--- src/rtl/countdown_gen.sv ---
// Loadable down-counter with one-shot/auto-reload, prescaler, hold and abort.
// Ports: Clk_i, Rst_n_i, Start_i, Load_val_i, Reload_i, Hold_i, Abort_i -> Count_o, Busy_o, Done_o, Zero_o.
module countdown_gen #(
  parameter int WIDTH    = 4,
  parameter int PRESCALE = 1
) (
  input  logic             Clk_i,
  input  logic             Rst_n_i,
  input  logic             Start_i,
  input  logic [WIDTH-1:0] Load_val_i,
  input  logic             Reload_i,
  input  logic             Hold_i,
  input  logic             Abort_i,
  output logic [WIDTH-1:0] Count_o,
  output logic             Busy_o,
  output logic             Done_o,
  output logic             Zero_o
);

  localparam int PW = (PRESCALE > 1) ? $clog2(PRESCALE) : 1;
  localparam logic [PW-1:0] PMAX = PW'(PRESCALE - 1);

  typedef enum logic [1:0] {
    IDLE = 2'd0,
    RUN  = 2'd1,
    HOLD = 2'd2
  } state_t;

  state_t           state_q, state_d;
  logic [WIDTH-1:0] count_q, count_d;
  logic [WIDTH-1:0] val_q, val_d;
  logic [PW-1:0]    presc_q, presc_d;
  logic             rld_q, rld_d;
  logic             done_q, done_d;

  always_ff @(posedge Clk_i or negedge Rst_n_i) begin
    if (!Rst_n_i) begin
      state_q <= IDLE;
      count_q <= '0;
      val_q   <= '0;
      presc_q <= '0;
      rld_q   <= 1'b0;
      done_q  <= 1'b0;
    end else begin
      state_q <= state_d;
      count_q <= count_d;
      val_q   <= val_d;
      presc_q <= presc_d;
      rld_q   <= rld_d;
      done_q  <= done_d;
    end
  end

  always_comb begin
    state_d = state_q;
    count_d = count_q;
    val_d   = val_q;
    presc_d = presc_q;
    rld_d   = rld_q;
    done_d  = 1'b0;
    if (Abort_i) begin
      state_d = IDLE;
      count_d = '0;
      presc_d = '0;
    end else begin
      unique case (state_q)
        IDLE: begin
          if (Start_i) begin
            if (Load_val_i != '0) begin
              count_d = Load_val_i;
              val_d   = Load_val_i;
              rld_d   = Reload_i;
              presc_d = '0;
              state_d = RUN;
            end else begin
              // zero load: immediate Done, never enters RUN
              done_d = 1'b1;
            end
          end
        end
        RUN, HOLD: begin
          if (Hold_i) begin
            state_d = HOLD;
          end else begin
            // leaving HOLD counts in the same cycle as RUN would
            state_d = RUN;
            if (count_q == '0) begin
              // reload cycle after terminal count (auto-reload only)
              count_d = val_q;
              presc_d = '0;
            end else if (presc_q == PMAX) begin
              presc_d = '0;
              count_d = count_q - WIDTH'(1);
              if (count_q == WIDTH'(1)) begin
                done_d = 1'b1;
                if (!rld_q) state_d = IDLE;
              end
            end else begin
              presc_d = presc_q + PW'(1);
            end
          end
        end
        default: begin
          state_d = IDLE;
          count_d = '0;
          presc_d = '0;
        end
      endcase
    end
  end

  assign Count_o = count_q;
  assign Busy_o  = (state_q != IDLE);
  assign Done_o  = done_q;
  assign Zero_o  = (count_q == '0);

endmodule

--- config.mk ---
export PLATFORM = sky130hd
export DESIGN_NAME = countdown_gen
export DESIGN_NICKNAME = d
export VERILOG_FILES = /design/src/rtl/countdown_gen.sv
export SDC_FILE = /design/constraint.sdc
export NUM_CORES = 1
export LEC_CHECK = 0
export ABC_CLOCK_PERIOD_IN_PS = 2100
export BUFFER_PORTS_ARGS = -buffer_cell sky130_fd_sc_hd__buf_2
export CAP_MARGIN = 10
export CORE_MARGIN = 4
export CORE_UTILIZATION = 33
export CTS_CLUSTER_DIAMETER = 150
export DETAILED_ROUTE_END_ITERATION = 8
export HOLD_SLACK_MARGIN = 0.02
export PLACE_DENSITY = 0.63
export RECOVER_POWER = 50
export SYNTH_ARGS = -nofsm -noshare
export SYNTH_HDL_FRONTEND = slang
export SYNTH_SLANG_ARGS = --single-unit
--- constraint.sdc ---
create_clock -name Clk_i -period 2.1 [get_ports Clk_i]
set_input_delay 0.21 -clock Clk_i [delete_from_list [all_inputs] [get_ports Clk_i]]
set_output_delay 0.21 -clock Clk_i [all_outputs]
set_load 0.02 [all_outputs]
==> impl_metrics.env <==
export IMPL_fin_nets=107
export IMPL_fin_hold_ws_ns=0.1698
export IMPL_power_density_mw_per_mm2=788.4
export IMPL_worstPathBufferInverterCount=2
export IMPL_firstDrtPassIters=4
export IMPL_via_per_inst=5.356
export IMPL_path_common_cell="inv_1"
export IMPL_cts_tree="built"
export IMPL_ys_seq_area_share_pct=40.54
export IMPL_p_leak_uw=0.0003863
export IMPL_drive_gt1_share_pct=27.47
export IMPL_ir_worst_vdd_v=0.0004957
export IMPL_tns_ns=0
export IMPL_critPathArrivalTime_ns=2.07
export IMPL_synth_nets=85
export IMPL_maxCapViolCount=0
export IMPL_rr_worst_depth=5
export IMPL_r2r_setup_slack_ns=0.20
export IMPL_cp_required_ns=2.26
export IMPL_grt_pass1_wl_um=2753
export IMPL_gr_usage_all_layers_pct=11.06
export IMPL_place_ws_ns=0.2050
export IMPL_wl_um=1632
export IMPL_wl_per_cell_um=13.83
export IMPL_root_buffer="clkbuf_4"
export IMPL_ant_nets=0
export IMPL_yosys_top_cells_count="12 x dfrtp_1, 6 x inv_1, 5 x mux2_2, 5 x nand2_1"
export IMPL_reg2reg_from="state_q[0]"
export IMPL_cp_cell_sequence="inv_1 > ha_1 > inv_1 > nor3_2 > mux2_2"
export IMPL_synth_edf_count=0
export IMPL_cts_buffers_inserted=3
export IMPL_avgSynthCellArea_um2=10.43
export IMPL_yosysUniqueCellTypes=28
export IMPL_fin_crit_ns=1.904
export IMPL_place_congestion=0.7882
export IMPL_pin_count=17
export IMPL_clk_path_buf_depth=2
export IMPL_rsz0062_at_grt="no"
export IMPL_dpl_hpwl_um=1295
export IMPL_cpPeakStageDelay_ns=0.42
export IMPL_synth_top_cell_area_share_pct=40.54
export IMPL_dieArea_mm2=0.003066
export IMPL_cts_sinks=12
export IMPL_clk_latency_ns=0.27
export IMPL_tightest_slew_ns=0.6545
export IMPL_startpoint_type="flip-flop"
export IMPL_antenna_found_initial=0
export IMPL_yosys_register_bits=12
export IMPL_end_kind="flip-flop"
export IMPL_slew_viol_final=0
export IMPL_drt_initial_drc_count=15
export IMPL_hold_path_class="in2reg"
export IMPL_setup_viol=0
export IMPL_skew_ns=0.002388
export IMPL_diodes=0
export IMPL_critPathTopFamily="simple AND/OR/NAND/NOR gates"
export IMPL_async_flop_share_pct=100.0
export IMPL_grt_max_degree=13
export IMPL_crit_path_start="state_q[0]"
export IMPL_netlist_instances=71
export IMPL_dieWidth_um=55.38
export IMPL_grt_pass1_vias=594
export IMPL_grt_overflow=0
export IMPL_yosysTopAreaCell="dfrtp_1"
export IMPL_cp_slowest_cell="nor3_2"
export IMPL_initial_utilization_pct=36.27
export IMPL_hold_viol_final=0
export IMPL_htree_levels=1
export IMPL_die_h_um=55.38
export IMPL_vias=632
export IMPL_yosys_warnings=0
export IMPL_synth_most_common_cell="dfrtp_1"
export IMPL_setup_ws_ns=0.1964
export IMPL_min_path_cells=2
export IMPL_status="finished clean"
export IMPL_path_depth=5
export IMPL_num_rows=16
export IMPL_drc_errors=0
export IMPL_worstPathMaxFanout=9
export IMPL_reg2reg_to="rld_q"
export IMPL_worstSetupPathType="reg2reg"
export IMPL_max_freq_ghz=0.5253
export IMPL_fin_crit_sh_pct=90.65
export IMPL_netlist_area_um2=740.7
export IMPL_synthFlopType="dfrtp_1"
export IMPL_core_mm2=0.002042
export IMPL_critPathCapture="rld_q"
export IMPL_relSlewSlack_pct=56.37
export IMPL_ys_top_cells_by_area="dfrtp_1 41%, mux2_2 7.6%, ha_1 6.8%, o2bb2ai_1 4.7%, o41ai_4 3.7%"
export IMPL_synthToLayoutAreaGrowth_pct=19.43
export IMPL_clk_pin_slew_worst_paths_ns=0.07
export IMPL_portBuffers=16
export IMPL_post_cts_resize_count=0
## cell families (layout without fill, tap and decap cells)
group,after synthesis,after routing,share of synthesized area [%]
flops,12,12,40.54
simple gates,22,22,16.89
mux,6,6,8.952
fa+ha+maj,4,4,6.757
compound gates,20,20,23.14
buf+inv,7,27,3.715
## worst register-to-register path: cells and delay by family (launching register included)
family	cells	cell delay, ns
simple gates	1	0.42
mux	1	0.38
buf+inv	2	0.24
fa+ha+maj	1	0.35
flops	1	0.40
## flip-flops by register name, indices dropped and copies added (netlist names)
| name | cells |
|---|---|
| Count_o | 4 |
| Done_o | 1 |
| rld_q | 1 |
| state_q | 2 |
| val_q | 4 |
## per-stage QoR
stage	power, uW	cell area (um2)	util (%)	instances
finish	697.4	884.6	43.32	118
global route	740.6	884.6	43.32	118
CTS	709.8	889.6	43.57	118
detailed placement	559.9	857.1	41.97	114
global placement	557.7	857.1	41.97	114
floorplan	476.7	740.7	-	71
## worst min path at each step
stage                         from         end
after floorplan            Rst_n_i  Count_o[0]
after global placement     Rst_n_i    val_q[3]
after detailed placement   Rst_n_i    val_q[3]
after CTS                 Reload_i       rld_q
after global routing      Reload_i       rld_q
final                     Reload_i       rld_q
## placed cells by master (no fill, tap or decap), types with 2 or more instances in the layout
cell,Yosys,routed
dfrtp_1,12,12
buf_2,1,12
inv_1,6,6
mux2_2,5,5
nand2_1,5,5
o2bb2ai_1,4,4
o21ai_0,4,4
ha_1,4,4
clkbuf_1,0,4
a22oi_1,3,3
nor2_1,3,3
nand2b_1,3,3
clkbuf_4,0,3
nor2b_1,2,2
a32oi_1,2,2
nor3_1,2,2
nand3_1,2,2
## power by group
part	switching, uW	internal [uW]	total (uW)
logic	141	115	256
clock network	76.1	66.4	143
registers	31.1	268	299
## per-layer routing
layer,track usage (%),wire length [um]
met1,15.01,819
met3,5.361,122
met2,15.88,690
met5,0,0
met4,2.083,0
## final cells by class
| cell class | instances | area [um2] |
|---|---|---|
| Clock buffer | 3 | 22.52 |
| Sequential cell | 12 | 300.3 |
| Multi-Input combinational cell | 52 | 412.9 |
| Fill cell | 230 | 1157 |
| Timing Repair Buffer | 18 | 92.59 |
| Inverter | 6 | 22.52 |
| Tap cell | 27 | 33.78 |
## what timing repair did
item,CTS,global route
setup buffers,0,0
endpoints found under the hold margin,12,0
hold buffers,1,0
endpoints found under the setup margin,0,0
Note: power is estimated with default switching activity, not from simulation.
